## config.mk

```make
export PLATFORM = sky130hd
export DESIGN_NAME = riscv_branch_ctrl_flat
export DESIGN_NICKNAME = d
export VERILOG_FILES = /design/src/rtl/riscv_pkg.sv /design/src/rtl/riscv_branch_ctrl_if.sv /design/src/rtl/riscv_bht.sv /design/src/rtl/riscv_branch_ctrl.sv /design/src/flat_wrapper.sv
export SDC_FILE = /design/constraint.sdc
export NUM_CORES = 1
export LEC_CHECK = 0
export BUFFER_PORTS_ARGS = -buffer_cell sky130_fd_sc_hd__buf_2
export CELL_PAD_IN_SITES_DETAIL_PLACEMENT = 1
export CELL_PAD_IN_SITES_GLOBAL_PLACEMENT = 1
export CORE_ASPECT_RATIO = 1.4
export CORE_MARGIN = 10
export CORE_UTILIZATION = 38
export CTS_CLUSTER_SIZE = 20
export DETAILED_ROUTE_END_ITERATION = 10
export GPL_TIMING_DRIVEN = 1
export HOLD_SLACK_MARGIN = 0.05
export PLACE_DENSITY_LB_ADDON = 0.1
export SETUP_SLACK_MARGIN = 0.15
export SYNTH_ARGS = -nofsm -noshare
export SYNTH_HDL_FRONTEND = slang
export SYNTH_HIERARCHICAL = 1
export SYNTH_SLANG_ARGS = --single-unit
```

## constraint.sdc

```tcl
create_clock -name i_riscv_brctrl_clk -period 3.28 [get_ports i_riscv_brctrl_clk]
set_input_delay 0.492 -clock i_riscv_brctrl_clk [delete_from_list [all_inputs] [get_ports i_riscv_brctrl_clk]]
set_output_delay 0.492 -clock i_riscv_brctrl_clk [all_outputs]
set_load 0.05 [all_outputs]
```

## src/rtl/riscv_pkg.sv

```systemverilog
// Shared types and constants for the branch controller: condition codes,
// FSM states and BHT geometry.
package riscv_pkg;

  typedef enum logic [3:0] {
    COND_BEQ  = 4'd0,
    COND_BNE  = 4'd1,
    COND_BLT  = 4'd2,
    COND_BGE  = 4'd3,
    COND_BLTU = 4'd4,
    COND_BGEU = 4'd5
  } br_cond_e;

  typedef enum logic [1:0] {
    ST_IDLE     = 2'd0,
    ST_EVAL     = 2'd1,
    ST_REDIRECT = 2'd2
  } br_state_e;

  localparam int BHT_DEPTH   = 16;
  localparam int BHT_IDX_W   = 4;
  localparam int BHT_IDX_LSB = 2;
  localparam logic [1:0] BHT_WEAK_NT = 2'b01;

  // Codes above BGEU are reserved and always resolve as not-taken.
  function automatic logic cond_supported(input logic [3:0] cond);
    return cond <= COND_BGEU;
  endfunction

endpackage

```

## src/rtl/riscv_branch_ctrl_if.sv

```systemverilog
// Execute/comparator/fetch-side signal bundle of the branch controller.
// The controller uses the slave modport; the surrounding pipeline uses master.
interface riscv_branch_ctrl_if;
  logic        i_riscv_brctrl_ex_valid;
  logic        o_riscv_brctrl_ex_ready;
  logic [3:0]  i_riscv_brctrl_ex_cond;
  logic [63:0] i_riscv_brctrl_ex_rs1data;
  logic [63:0] i_riscv_brctrl_ex_rs2data;
  logic [63:0] i_riscv_brctrl_ex_pc;
  logic [63:0] i_riscv_brctrl_ex_imm;
  logic        i_riscv_brctrl_ex_pred;
  logic [3:0]  o_riscv_brctrl_cmp_cond;
  logic [63:0] o_riscv_brctrl_cmp_rs1data;
  logic [63:0] o_riscv_brctrl_cmp_rs2data;
  logic        i_riscv_brctrl_cmp_taken;
  logic        o_riscv_brctrl_redir_valid;
  logic [63:0] o_riscv_brctrl_redir_pc;
  logic        i_riscv_brctrl_redir_ack;
  logic        o_riscv_brctrl_flush;
  logic [63:0] i_riscv_brctrl_fetch_pc;
  logic        o_riscv_brctrl_fetch_pred;
  logic [31:0] o_riscv_brctrl_mispred_cnt;

  modport master (
    output i_riscv_brctrl_ex_valid, i_riscv_brctrl_ex_cond, i_riscv_brctrl_ex_rs1data,
           i_riscv_brctrl_ex_rs2data, i_riscv_brctrl_ex_pc, i_riscv_brctrl_ex_imm,
           i_riscv_brctrl_ex_pred, i_riscv_brctrl_cmp_taken, i_riscv_brctrl_redir_ack,
           i_riscv_brctrl_fetch_pc,
    input  o_riscv_brctrl_ex_ready, o_riscv_brctrl_cmp_cond, o_riscv_brctrl_cmp_rs1data,
           o_riscv_brctrl_cmp_rs2data, o_riscv_brctrl_redir_valid, o_riscv_brctrl_redir_pc,
           o_riscv_brctrl_flush, o_riscv_brctrl_fetch_pred, o_riscv_brctrl_mispred_cnt
  );

  modport slave (
    input  i_riscv_brctrl_ex_valid, i_riscv_brctrl_ex_cond, i_riscv_brctrl_ex_rs1data,
           i_riscv_brctrl_ex_rs2data, i_riscv_brctrl_ex_pc, i_riscv_brctrl_ex_imm,
           i_riscv_brctrl_ex_pred, i_riscv_brctrl_cmp_taken, i_riscv_brctrl_redir_ack,
           i_riscv_brctrl_fetch_pc,
    output o_riscv_brctrl_ex_ready, o_riscv_brctrl_cmp_cond, o_riscv_brctrl_cmp_rs1data,
           o_riscv_brctrl_cmp_rs2data, o_riscv_brctrl_redir_valid, o_riscv_brctrl_redir_pc,
           o_riscv_brctrl_flush, o_riscv_brctrl_fetch_pred, o_riscv_brctrl_mispred_cnt
  );
endinterface

```

## src/rtl/riscv_bht.sv

```systemverilog
// 16-entry table of 2-bit saturating direction counters with a combinational
// lookup port and one update port; every entry resets to weakly-not-taken.
module riscv_bht
  import riscv_pkg::*;
(
  input  logic                 clk,
  input  logic                 rst_n,
  input  logic [BHT_IDX_W-1:0] lookup_idx,
  output logic                 lookup_pred,
  input  logic                 upd_en,
  input  logic [BHT_IDX_W-1:0] upd_idx,
  input  logic                 upd_taken
);

  logic [2*BHT_DEPTH-1:0] ctr_flat;

  generate
    for (genvar gi = 0; gi < BHT_DEPTH; gi++) begin : g_entry
      logic [1:0] ctr_reg;

      always_ff @(posedge clk) begin
        if (!rst_n) begin
          ctr_reg <= BHT_WEAK_NT;
        end else if (upd_en && (upd_idx == BHT_IDX_W'(gi))) begin
          if (upd_taken && (ctr_reg != 2'b11)) begin
            ctr_reg <= ctr_reg + 2'd1;
          end else if (!upd_taken && (ctr_reg != 2'b00)) begin
            ctr_reg <= ctr_reg - 2'd1;
          end
        end
      end

      assign ctr_flat[2*gi +: 2] = ctr_reg;
    end
  endgenerate

  // The prediction is the MSB of the selected counter.
  assign lookup_pred = ctr_flat[{lookup_idx, 1'b1}];

endmodule

```

## src/rtl/riscv_branch_ctrl.sv

```systemverilog
// Branch resolution controller: accepts a branch, drives the comparator for one
// cycle, and on mispredict flushes and holds a fetch redirect until acked.
// Optional BHT direction predictor enabled by defining RISCV_BRCTRL_BHT_EN.
module riscv_branch_ctrl
  import riscv_pkg::*;
(
  input  logic               i_riscv_brctrl_clk,
  input  logic               i_riscv_brctrl_rst_n,
  riscv_branch_ctrl_if.slave bus
);

  br_state_e   state_reg, state_next;
  logic [3:0]  cond_reg;
  logic [63:0] rs1_reg, rs2_reg, pc_reg, imm_reg, target_reg, target_next;
  logic        pred_reg, flush_first_reg, taken, mispred, accept;
  logic [31:0] cnt_reg;

  assign accept      = (state_reg == ST_IDLE) && bus.i_riscv_brctrl_ex_valid;
  assign taken       = bus.i_riscv_brctrl_cmp_taken && cond_supported(cond_reg);
  assign target_next = taken ? (pc_reg + imm_reg) : (pc_reg + 64'd4);
  assign mispred     = (taken != pred_reg);

  always_ff @(posedge i_riscv_brctrl_clk) begin
    if (!i_riscv_brctrl_rst_n) begin
      state_reg <= ST_IDLE;
    end else begin
      state_reg <= state_next;
    end
  end

  always_comb begin
    state_next = state_reg;
    case (state_reg)
      ST_IDLE:     if (bus.i_riscv_brctrl_ex_valid) state_next = ST_EVAL;
      ST_EVAL:     state_next = mispred ? ST_REDIRECT : ST_IDLE;
      ST_REDIRECT: if (bus.i_riscv_brctrl_redir_ack) state_next = ST_IDLE;
      default:     state_next = ST_IDLE;
    endcase
  end

  always_ff @(posedge i_riscv_brctrl_clk) begin
    if (!i_riscv_brctrl_rst_n) begin
      cond_reg        <= 4'd0;
      rs1_reg         <= 64'd0;
      rs2_reg         <= 64'd0;
      pc_reg          <= 64'd0;
      imm_reg         <= 64'd0;
      pred_reg        <= 1'b0;
      target_reg      <= 64'd0;
      flush_first_reg <= 1'b0;
      cnt_reg         <= 32'd0;
    end else begin
      if (accept) begin
        cond_reg <= bus.i_riscv_brctrl_ex_cond;
        rs1_reg  <= bus.i_riscv_brctrl_ex_rs1data;
        rs2_reg  <= bus.i_riscv_brctrl_ex_rs2data;
        pc_reg   <= bus.i_riscv_brctrl_ex_pc;
        imm_reg  <= bus.i_riscv_brctrl_ex_imm;
        pred_reg <= bus.i_riscv_brctrl_ex_pred;
      end
      if (state_reg == ST_EVAL) begin
        target_reg <= target_next;
      end
      // Set only on the EVAL->REDIRECT edge, so flush lasts exactly one cycle.
      flush_first_reg <= (state_reg == ST_EVAL) && mispred;
      if ((state_reg == ST_EVAL) && mispred && (cnt_reg != 32'hFFFF_FFFF)) begin
        cnt_reg <= cnt_reg + 32'd1;
      end
    end
  end

  always_comb begin
    bus.o_riscv_brctrl_ex_ready    = 1'b0;
    bus.o_riscv_brctrl_cmp_cond    = 4'd0;
    bus.o_riscv_brctrl_cmp_rs1data = 64'd0;
    bus.o_riscv_brctrl_cmp_rs2data = 64'd0;
    bus.o_riscv_brctrl_redir_valid = 1'b0;
    bus.o_riscv_brctrl_redir_pc    = 64'd0;
    bus.o_riscv_brctrl_flush       = 1'b0;
    case (state_reg)
      ST_IDLE: bus.o_riscv_brctrl_ex_ready = 1'b1;
      ST_EVAL: begin
        bus.o_riscv_brctrl_cmp_cond    = cond_reg;
        bus.o_riscv_brctrl_cmp_rs1data = rs1_reg;
        bus.o_riscv_brctrl_cmp_rs2data = rs2_reg;
      end
      ST_REDIRECT: begin
        bus.o_riscv_brctrl_redir_valid = 1'b1;
        bus.o_riscv_brctrl_redir_pc    = target_reg;
        bus.o_riscv_brctrl_flush       = flush_first_reg;
      end
      default: bus.o_riscv_brctrl_ex_ready = 1'b0;
    endcase
  end

  assign bus.o_riscv_brctrl_mispred_cnt = cnt_reg;

`ifdef RISCV_BRCTRL_BHT_EN
  logic fetch_pred_bht;
  logic unused_fetch_bits;

  riscv_bht u_bht (
    .clk         (i_riscv_brctrl_clk),
    .rst_n       (i_riscv_brctrl_rst_n),
    .lookup_idx  (bus.i_riscv_brctrl_fetch_pc[BHT_IDX_LSB +: BHT_IDX_W]),
    .lookup_pred (fetch_pred_bht),
    .upd_en      (state_reg == ST_EVAL),
    .upd_idx     (pc_reg[BHT_IDX_LSB +: BHT_IDX_W]),
    .upd_taken   (taken)
  );

  assign bus.o_riscv_brctrl_fetch_pred = fetch_pred_bht;
  assign unused_fetch_bits = ^{bus.i_riscv_brctrl_fetch_pc[63:BHT_IDX_LSB+BHT_IDX_W],
                               bus.i_riscv_brctrl_fetch_pc[BHT_IDX_LSB-1:0]};
`else
  // Static not-taken: the fetch PC is not looked at.
  logic unused_fetch_bits;
  assign bus.o_riscv_brctrl_fetch_pred = 1'b0;
  assign unused_fetch_bits = ^bus.i_riscv_brctrl_fetch_pc;
`endif

endmodule
```

## src/flat_wrapper.sv

```systemverilog
// flat-port wrapper written by rule: the top's interface ports become plain ports
module riscv_branch_ctrl_flat import riscv_pkg::*;
  (i_riscv_brctrl_clk, i_riscv_brctrl_rst_n, bus_i_riscv_brctrl_ex_valid, bus_i_riscv_brctrl_ex_cond, bus_i_riscv_brctrl_ex_rs1data, bus_i_riscv_brctrl_ex_rs2data, bus_i_riscv_brctrl_ex_pc, bus_i_riscv_brctrl_ex_imm, bus_i_riscv_brctrl_ex_pred, bus_i_riscv_brctrl_cmp_taken, bus_i_riscv_brctrl_redir_ack, bus_i_riscv_brctrl_fetch_pc, bus_o_riscv_brctrl_ex_ready, bus_o_riscv_brctrl_cmp_cond, bus_o_riscv_brctrl_cmp_rs1data, bus_o_riscv_brctrl_cmp_rs2data, bus_o_riscv_brctrl_redir_valid, bus_o_riscv_brctrl_redir_pc, bus_o_riscv_brctrl_flush, bus_o_riscv_brctrl_fetch_pred, bus_o_riscv_brctrl_mispred_cnt);
  riscv_branch_ctrl_if bus_i ();
  input  logic i_riscv_brctrl_clk;
  input  logic i_riscv_brctrl_rst_n;
  input wire logic [$bits(bus_i.i_riscv_brctrl_ex_valid)-1:0] bus_i_riscv_brctrl_ex_valid;
  input wire logic [$bits(bus_i.i_riscv_brctrl_ex_cond)-1:0] bus_i_riscv_brctrl_ex_cond;
  input wire logic [$bits(bus_i.i_riscv_brctrl_ex_rs1data)-1:0] bus_i_riscv_brctrl_ex_rs1data;
  input wire logic [$bits(bus_i.i_riscv_brctrl_ex_rs2data)-1:0] bus_i_riscv_brctrl_ex_rs2data;
  input wire logic [$bits(bus_i.i_riscv_brctrl_ex_pc)-1:0] bus_i_riscv_brctrl_ex_pc;
  input wire logic [$bits(bus_i.i_riscv_brctrl_ex_imm)-1:0] bus_i_riscv_brctrl_ex_imm;
  input wire logic [$bits(bus_i.i_riscv_brctrl_ex_pred)-1:0] bus_i_riscv_brctrl_ex_pred;
  input wire logic [$bits(bus_i.i_riscv_brctrl_cmp_taken)-1:0] bus_i_riscv_brctrl_cmp_taken;
  input wire logic [$bits(bus_i.i_riscv_brctrl_redir_ack)-1:0] bus_i_riscv_brctrl_redir_ack;
  input wire logic [$bits(bus_i.i_riscv_brctrl_fetch_pc)-1:0] bus_i_riscv_brctrl_fetch_pc;
  output wire logic [$bits(bus_i.o_riscv_brctrl_ex_ready)-1:0] bus_o_riscv_brctrl_ex_ready;
  output wire logic [$bits(bus_i.o_riscv_brctrl_cmp_cond)-1:0] bus_o_riscv_brctrl_cmp_cond;
  output wire logic [$bits(bus_i.o_riscv_brctrl_cmp_rs1data)-1:0] bus_o_riscv_brctrl_cmp_rs1data;
  output wire logic [$bits(bus_i.o_riscv_brctrl_cmp_rs2data)-1:0] bus_o_riscv_brctrl_cmp_rs2data;
  output wire logic [$bits(bus_i.o_riscv_brctrl_redir_valid)-1:0] bus_o_riscv_brctrl_redir_valid;
  output wire logic [$bits(bus_i.o_riscv_brctrl_redir_pc)-1:0] bus_o_riscv_brctrl_redir_pc;
  output wire logic [$bits(bus_i.o_riscv_brctrl_flush)-1:0] bus_o_riscv_brctrl_flush;
  output wire logic [$bits(bus_i.o_riscv_brctrl_fetch_pred)-1:0] bus_o_riscv_brctrl_fetch_pred;
  output wire logic [$bits(bus_i.o_riscv_brctrl_mispred_cnt)-1:0] bus_o_riscv_brctrl_mispred_cnt;
  assign bus_i.i_riscv_brctrl_ex_valid = bus_i_riscv_brctrl_ex_valid;
  assign bus_i.i_riscv_brctrl_ex_cond = bus_i_riscv_brctrl_ex_cond;
  assign bus_i.i_riscv_brctrl_ex_rs1data = bus_i_riscv_brctrl_ex_rs1data;
  assign bus_i.i_riscv_brctrl_ex_rs2data = bus_i_riscv_brctrl_ex_rs2data;
  assign bus_i.i_riscv_brctrl_ex_pc = bus_i_riscv_brctrl_ex_pc;
  assign bus_i.i_riscv_brctrl_ex_imm = bus_i_riscv_brctrl_ex_imm;
  assign bus_i.i_riscv_brctrl_ex_pred = bus_i_riscv_brctrl_ex_pred;
  assign bus_i.i_riscv_brctrl_cmp_taken = bus_i_riscv_brctrl_cmp_taken;
  assign bus_i.i_riscv_brctrl_redir_ack = bus_i_riscv_brctrl_redir_ack;
  assign bus_i.i_riscv_brctrl_fetch_pc = bus_i_riscv_brctrl_fetch_pc;
  assign bus_o_riscv_brctrl_ex_ready = bus_i.o_riscv_brctrl_ex_ready;
  assign bus_o_riscv_brctrl_cmp_cond = bus_i.o_riscv_brctrl_cmp_cond;
  assign bus_o_riscv_brctrl_cmp_rs1data = bus_i.o_riscv_brctrl_cmp_rs1data;
  assign bus_o_riscv_brctrl_cmp_rs2data = bus_i.o_riscv_brctrl_cmp_rs2data;
  assign bus_o_riscv_brctrl_redir_valid = bus_i.o_riscv_brctrl_redir_valid;
  assign bus_o_riscv_brctrl_redir_pc = bus_i.o_riscv_brctrl_redir_pc;
  assign bus_o_riscv_brctrl_flush = bus_i.o_riscv_brctrl_flush;
  assign bus_o_riscv_brctrl_fetch_pred = bus_i.o_riscv_brctrl_fetch_pred;
  assign bus_o_riscv_brctrl_mispred_cnt = bus_i.o_riscv_brctrl_mispred_cnt;
  riscv_branch_ctrl u_core (.i_riscv_brctrl_clk(i_riscv_brctrl_clk), .i_riscv_brctrl_rst_n(i_riscv_brctrl_rst_n), .bus(bus_i));
endmodule
```

==> results of run 1 <==
-- how the worst max path moves through the flow --
| stage | startpoint | to | depth (start not counted) |
|---|---|---|---|
| final | u_core/imm_reg[0] | u_core/target_reg[44] | 15 |
| after global routing | u_core/pc_reg[12] | u_core/target_reg[49] | 13 |
| after global placement | u_core/pc_reg[0] | u_core/target_reg[60] | 14 |
| after floorplan | u_core/bus.o_riscv_brctrl_mispred_cnt[20] | u_core/bus.o_riscv_brctrl_mispred_cnt[31] | 11 |
| after detailed placement | u_core/pc_reg[0] | u_core/target_reg[52] | 14 |
| after CTS | u_core/pc_reg[7] | u_core/target_reg[63] | 12 |
-- placed cells by master (no fill, tap or decap), drive strengths merged, types with 8 or more instances in the layout --
master / count
nand2: 684
buf: 641
dfxtp: 360
a21boi: 287
and2: 234
a21oi: 97
xnor2: 79
ha: 65
o21ai: 65
xor2: 62
nor2: 61
nand3: 55
nand4: 54
clkbuf: 53
a21o: 34
inv: 31
nor3: 26
o211ai: 20
and3: 20
o221ai: 18
o21a: 17
nor2b: 14
a31oi: 13
a211oi: 11
o31ai: 11
clkinv: 10
o21bai: 9
nor4: 9
bufinv: 8
and4: 8
-- through the flow --
stage	setup WS, ns	cells	total power [uW]	hold WS, ns
4_1_cts	0.128	3828	11800	0.145
5_1_grt	0.0258	3840	12200	0.166
3_3_place_gp	0.0685	3756	6750	0.427
2_1_floorplan	0.390	2592	6000	0.407
6_report	0.220	3843	11700	0.176
3_5_place_dp	0.00133	3756	6810	0.428
-- cell type report --
| cell class | count | share of cell area |
|---|---|---|
| Inverter | 31 | 0.00451 |
| Clock buffer | 52 | 0.0421 |
| Sequential cell | 360 | 0.280 |
| Clock inverter | 19 | 0.0123 |
| Timing Repair Buffer | 642 | 0.145 |
| Multi-Input combinational cell | 2025 | 0.482 |
| Tap cell | 707 | 0.0343 |
| Antenna cell | 7 | 0.000679 |
-- power groups by stage --
| stage | clock network, uW | logic [uW] | registers (uW) |
|---|---|---|---|
| 6_report | 4910 | 1950 | 4790 |
| 5_1_grt | 5210 | 2140 | 4820 |
| 4_1_cts | 5050 | 1940 | 4790 |
| 3_5_place_dp | 0 | 1920 | 4890 |
| 3_3_place_gp | 0 | 1880 | 4870 |
| 2_1_floorplan | 0 | 1150 | 4840 |
-- cell families (layout without fill, tap and decap cells) --
logic type               count (synthesis)  count (layout)  share of synthesized area
AND/OR/NAND/NOR                       1187            1187                      0.277
adder cells (fa/ha/maj)                 66              66                     0.0413
flip-flops                             360             360                      0.357
XOR/XNOR                               141             141                     0.0612
AO/OA/AOI/OAI                          627             627                      0.222
buffers and inverters                  207             744                     0.0397
other                                    1               8                   0.000186
multiplexers                             3               3                    0.00149
-- worst min-delay path, delay by kind of cell --
family                 cells  cell delay, ns
buffers and inverters      1            0.09
AOI/OAI and AO/OA          1            0.06
and+or+nand+nor            1            0.04
-- metal layers --
| metal | up-vias | share of wire | global-route usage |
|---|---|---|---|
| li1 | 9807 | - | - |
| met1 | 9762 | 0.41 | 0.289 |
| met2 | 550 | 0.51 | 0.469 |
| met3 | 130 | 0.052 | 0.0511 |
| met4 | 0 | 0.032 | 0.0821 |
| met5 | - | 0 | 0 |
-- what timing repair did --
| item | 4_1_cts | 5_1_grt |
|---|---|---|
| cloned | 0 | 0 |
| gates resized for setup | 8 | 40 |
| setup endpoints to repair | 15 | 28 |
| pin swaps | 7 | 22 |
| hold buffers | 0 | 0 |
| setup buffers | 1 | 8 |
==> summary.txt, run 1 <==
status -> finished clean
Synth top cells by count -> 683 x nand2_1, 360 x dfxtp_1, 273 x a21boi_0, 232 x and2_1, 157 x clkbuf_1
Max-Cap Viols -> 0
Max VDD drop -> 318 uV
DRC viols -> 0
share of cells above drive strength 1 -> 0.247
Critical Path RT -> 3.72 ns
asr flop ratio synth -> 0
layout filler cell count -> 6537
Die H -> 293 um
gr usage total -> 0.255
DR WL/cell -> 21.8 um
part of the power in registers -> 0.411
synthesis-to-layout area growth -> 27.9%
Initial Util -> 0.386
FMAX -> 0.327 GHz
HPWL after DPL -> 64900 um
synth top area cells -> dfxtp_1 36%, nand2_1 13%, a21boi_0 10%, and2_1 7.2%, ha_1 4.0%
CP Launch Type -> register
Leakage -> 0.0115 uW
area leader, netlist -> dfxtp_1
fin crit period -> 3.06 ns
YS warnings -> 6
H-tree levels -> 2
CP max-delay cell -> fa_2
final setup fails -> 0
via count -> 20200
antenna violations before repair -> 13
Clock Power Share -> 0.422
Hold EP -> u_core/imm_reg[36]
Floorplan Core Area -> 0.0523 mm^2
EDFF count, synth -> 0
Power Density -> 452 mW/mm^2
WHS Path Cells -> 3
register area -> 0.00721 mm^2
dpl cell area -> 0.0241 mm^2
worst slew pin tran -> 0.931 ns
worst flop-to-flop path startpoint -> u_core/imm_reg[0]
crit-path most repeated cell -> buf_4
Yosys reg bits -> 360
post-synthesis cell count -> 2592
first-pass GRT wire length -> 128000 um
Net Sw Power -> 3320 uW
synthesized cell area -> 0.0202 mm^2
Via density -> 5.27
worst-case reg-to-reg path depth -> 15
remaining antenna violation count -> 0
Switching Fraction -> 0.285
count of cell types in the netlist -> 83
# port buffers -> 496
Final period util -> 0.933
top-area cell type share of the netlist area -> 0.357
WL final -> 83800 um
worst hold path type -> input port to register
hold path start -> bus_i_riscv_brctrl_ex_imm[36]
sequential area share after synthesis -> 0.357
Std-Cell Rows -> 99
total grt overflow -> 0
Comb pwr share -> 0.167
CTS Buf Count -> 40
Chip Width -> 215 um
RSZ-0062 raised after global routing -> yes
prevailing post-synth register cell -> dfxtp_1
number of iterations in the first detailed-routing pass -> 5
Max Root-Sink Buffers -> 3
Multi-input gate area -> 0.0124 mm^2
number of DRC markers in iteration 0 -> 977
final instance area -> 0.0258 mm^2
synthesized net count -> 2988
largest net degree at the start of global routing -> 233
NumNets Final -> 3496
# IOs -> 562
cell with the most instances after synthesis -> nand2_1
slew margin rel. -> 0.379
total internal power -> 8340 uW
CP endpoint kind -> register
CTS Sinks -> 360
CP peak stage delay -> 0.35 ns
WP buf/inv -> 3
final core utilization -> 0.493
cells along the critical path -> ha_4 > fa_2 > a21o_1 > a221oi_2 > buf_4 > nor2b_4 > a31oi_4 > nor3_4 > a21oi_2 > buf_4 > o41ai_4 > buf_4 > a21oi_2 > xnor2_1 > o221ai_1
Avg Cell Area, Syn -> 7.78 um^2
number of global-route vias before repair -> 21400
WP data arrival -> 3.50 ns
RePlAce Congestion -> 0.933
CTS clk-pin slew, worst paths -> 0.06 ns
Clock Skew -> 0.0101 ns
CP delay by family, top -> compound AO/OA/AOI/OAI gates
reg-to-reg endpoint -> u_core/target_reg[44]
clk_lat worst skew -> 0.57 ns
CTS tree -> built
Final Max Tran Viols -> 0
Crit Path Max Fanout -> 4
die area -> 0.0628 mm^2
setup TNS -> 0 ns
reg-to-reg slack, setup -> 0.22 ns
Final Hold Violating Endpoints -> 0
critical path class -> register to register
Root Buffer -> clkbuf_16
(Power assumes the default switching activity.)
==> run 2: changes to the inputs <==
--- a/config.mk
+++ b/config.mk
@@ -5,12 +5,14 @@
 export SDC_FILE = /design/constraint.sdc
 export NUM_CORES = 1
 export LEC_CHECK = 0
+export ABC_AREA = 1
 export BUFFER_PORTS_ARGS = -buffer_cell sky130_fd_sc_hd__buf_2
+export CAP_MARGIN = 20
 export CELL_PAD_IN_SITES_DETAIL_PLACEMENT = 1
 export CELL_PAD_IN_SITES_GLOBAL_PLACEMENT = 1
 export CORE_ASPECT_RATIO = 1.4
 export CORE_MARGIN = 10
-export CORE_UTILIZATION = 38
+export CORE_UTILIZATION = 37
 export CTS_CLUSTER_SIZE = 20
 export DETAILED_ROUTE_END_ITERATION = 10
 export GPL_TIMING_DRIVEN = 1
==> summary.txt, run 2 <==
Yosys reg bits -> 360 (unchanged)
worst slew pin tran -> 0.963 ns (+0.0318 ns)
critical path class -> register to output pin
Via density -> 5.04 (-4.4%)
WL final -> 107000 um (+28%)
highest-count cells in the layout ignoring fill and taps -> 861 x nand2_1, 639 x inv_1, 554 x nor2_1
first-pass GRT wire length -> 159000 um (+24%)
grt met2 use -> 0.528 (+0.0591)
grt met3 use -> 0.0669 (+0.0158)
Initial Util -> 0.374 (-0.0115)
largest net degree at the start of global routing -> 92 (-61%)
Std-Cell Rows -> 106 (+7.1%)
reg-to-reg slack, setup -> 0.56 ns (+0.34 ns)
status -> finished clean
slew margin rel. -> 0.358 (-0.0212)
Final Max Tran Viols -> 0 (unchanged)
worst flop-to-flop path startpoint -> u_core/pc_reg[24]
sequential area share after synthesis -> 0.321 (-0.0361)
# IOs -> 562 (unchanged)
share of cells above drive strength 1 -> 0.162 (-0.0849)
hold path start -> bus_i_riscv_brctrl_ex_pred
worst-case reg-to-reg path depth -> 11 (-4)
WP data arrival -> 2.26 ns (-1.24 ns)
fin crit period -> 2.75 ns (-0.305 ns)
top-area cell type share of the netlist area -> 0.321 (-0.0361)
NumNets Final -> 4569 (+31%)
number of iterations in the first detailed-routing pass -> 5 (unchanged)
gr usage total -> 0.289 (+0.0340)
placed insts -> 4939 (+31%)
Floorplan Core Area -> 0.0599 mm^2 (+15%)
DRC viols -> 0 (unchanged)
via count -> 25300 (+25%)
Clock Skew -> 0.0323 ns (+0.0223 ns)
worst hold path type -> input port to register
Power Density -> 460 mW/mm^2 (+1.7%)
area leader, netlist -> dfxtp_1
reg-to-reg endpoint -> u_core/target_reg[58]
antenna violations before repair -> 26 (+13)
Synth top cells by count -> 863 x nand2_1, 639 x inv_1, 555 x nor2_1, 360 x dfxtp_1, 355 x a21oi_1
EDFF count, synth -> 0 (unchanged)
H-tree levels -> 2 (unchanged)
Crit Path Max Fanout -> 67 (+63)
CTS tree -> built
Chip Width -> 228 um (+6.2%)
synth top area cells -> dfxtp_1 32%, nand2_1 14%, inv_1 11%, nor2_1 9.3%, a21oi_1 7.9%
global routing met1 resource utilization -> 0.308 (+0.0190)
number of DRC markers in iteration 0 -> 1193 (+22%)
number of global-route vias before repair -> 25900 (+21%)
RSZ-0062 raised after global routing -> no
die area -> 0.0710 mm^2 (+13%)
clk_lat worst skew -> 0.60 ns (+0.03 ns)
FMAX -> 0.363 GHz (+11%)
Avg Cell Area, Syn -> 6.01 um^2 (-23%)
most used routing layer -> met2
RePlAce Congestion -> 0.960 (+2.9%)
# port buffers -> 496 (unchanged)
cts repair resizes -> 0 (-8)
CTS clk-pin slew, worst paths -> 0.06 ns (about the same)
setup TNS -> 0 ns (unchanged)
postcts setup bufs -> 0 (-1)
CP endpoint kind -> output pin
fin cells -> 5023 (+31%)
crit path to -> bus_o_riscv_brctrl_redir_pc[8]
synthesis-to-layout area growth -> 21.4%
CTS Buf Count -> 42 (+5.0%)
DR WL/cell -> 21.3 um (-2.1%)
Max Root-Sink Buffers -> 3 (unchanged)
most common cell after layout, fill and taps aside -> nand2_1
Max VDD drop -> 450 uV (+42%)
Root Buffer -> clkbuf_16
CTS Sinks -> 360 (unchanged)
Critical Path RT -> 2.79 ns (-0.93 ns)
asr flop ratio synth -> 0 (unchanged)
count of cell types in the netlist -> 44 (-47%)
Max-Cap Viols -> 0 (unchanged)
Final period util -> 0.840 (-0.0929)
CP startpoint -> u_core/state_reg[1]
total grt overflow -> 0 (unchanged)
synthesized cell area -> 0.0224 mm^2 (+11%)
HPWL after DPL -> 87400 um (+35%)
post-synthesis cell count -> 3735 (+44%)
Hold Buf Count CTS -> 0 (unchanged)
Die H -> 311 um (+6.4%)
Leakage -> 0.0135 uW (+17%)
Tot Pwr -> 12500 uW (+7.4%)
final setup fails -> 0 (unchanged)
remaining antenna violation count -> 0 (unchanged)
Final Hold Violating Endpoints -> 0 (unchanged)
synthesized net count -> 4131 (+38%)
prevailing post-synth register cell -> dfxtp_1
YS warnings -> 6 (unchanged)
CP Launch Type -> register
cell with the most instances after synthesis -> nand2_1
==> run 2: cell types whose count changed after synthesis, moves of 28 or more <==
cell	previous run	this run
o21ai_0	36	342
inv_1	30	639
and2_1	232	5
a21o_1	34	0
nor2_1	59	555
xnor2_1	79	6
a21boi_0	273	1
nand3_1	55	138
a21oi_1	95	355
o21ai_1	29	1
clkbuf_1	157	128
nand2_1	683	863
==> run 2: power breakdown <==
group	internal (uW)	switching (uW)	leakage [uW]
clock	2840	2080	0.000703
combinational	796	1790	0.00982
sequential	4730	286	0.00297
total	8360	4160	0.0135
==> run 2: cell families after synthesis <==
family                   count (synthesis)  share of synthesized area
buffers and inverters                  801                      0.135
other                                    1                   0.000167
adder cells (fa/ha/maj)                 66                     0.0371
AND/OR/NAND/NOR                       1712                      0.314
AO/OA/AOI/OAI                          728                      0.165
XOR/XNOR                                67                     0.0262
flip-flops                             360                      0.321
==> run 2: how the worst min path moves through the flow <==
stage | to | depth (start not counted)
5_1_grt | u_core/pred_reg | 3
3_3_place_gp | u_core/rs1_reg[5] | 2
4_1_cts | u_core/pc_reg[12] | 3
3_5_place_dp | u_core/rs1_reg[13] | 2
2_1_floorplan | u_core/rs1_reg[0] | 2
6_report | u_core/pred_reg | 3
==> run 2: per-stage QoR <==
step / hold WS [ns] / area (um^2) / utilization / setup slack, ns
final: 0.140 / 27200 / 0.454 / 0.525
after global routing: 0.148 / 27200 / 0.454 / 0.393
after CTS: 0.122 / 27200 / 0.454 / 0.456
after detailed placement: 0.442 / 25800 / 0.430 / 0.608
after global placement: 0.438 / 25800 / 0.430 / 0.682
after floorplan: 0.430 / 22400 / - / 0.998
==> run 2: cell type report <==
| type | count | area (um^2) |
|---|---|---|
| Antenna cell | 9 | 22.5 |
| Clock buffer | 53 | 1160 |
| Clock inverter | 22 | 255 |
| Fill cell | 8429 | 32700 |
| Inverter | 649 | 2440 |
| Multi-Input combinational cell | 2574 | 12200 |
| Sequential cell | 360 | 7210 |
| Tap cell | 810 | 1010 |
| Timing Repair Buffer | 546 | 2930 |
==> run 2: critical path, stage by stage, from the launching register on <==
cell,delay [ns]
dfxtp_1,0.44
nand2_4,0.49
nor2_1,0.35
buf_2,0.33
==> run 2: routing by layer <==
layer	wire [um]	vias to the layer above	share of wire
met5	165	-	0.0015
met4	5540	24	0.052
met3	6430	223	0.060
met2	53800	679	0.50
met1	41200	11800	0.38
li1	-	12500	-
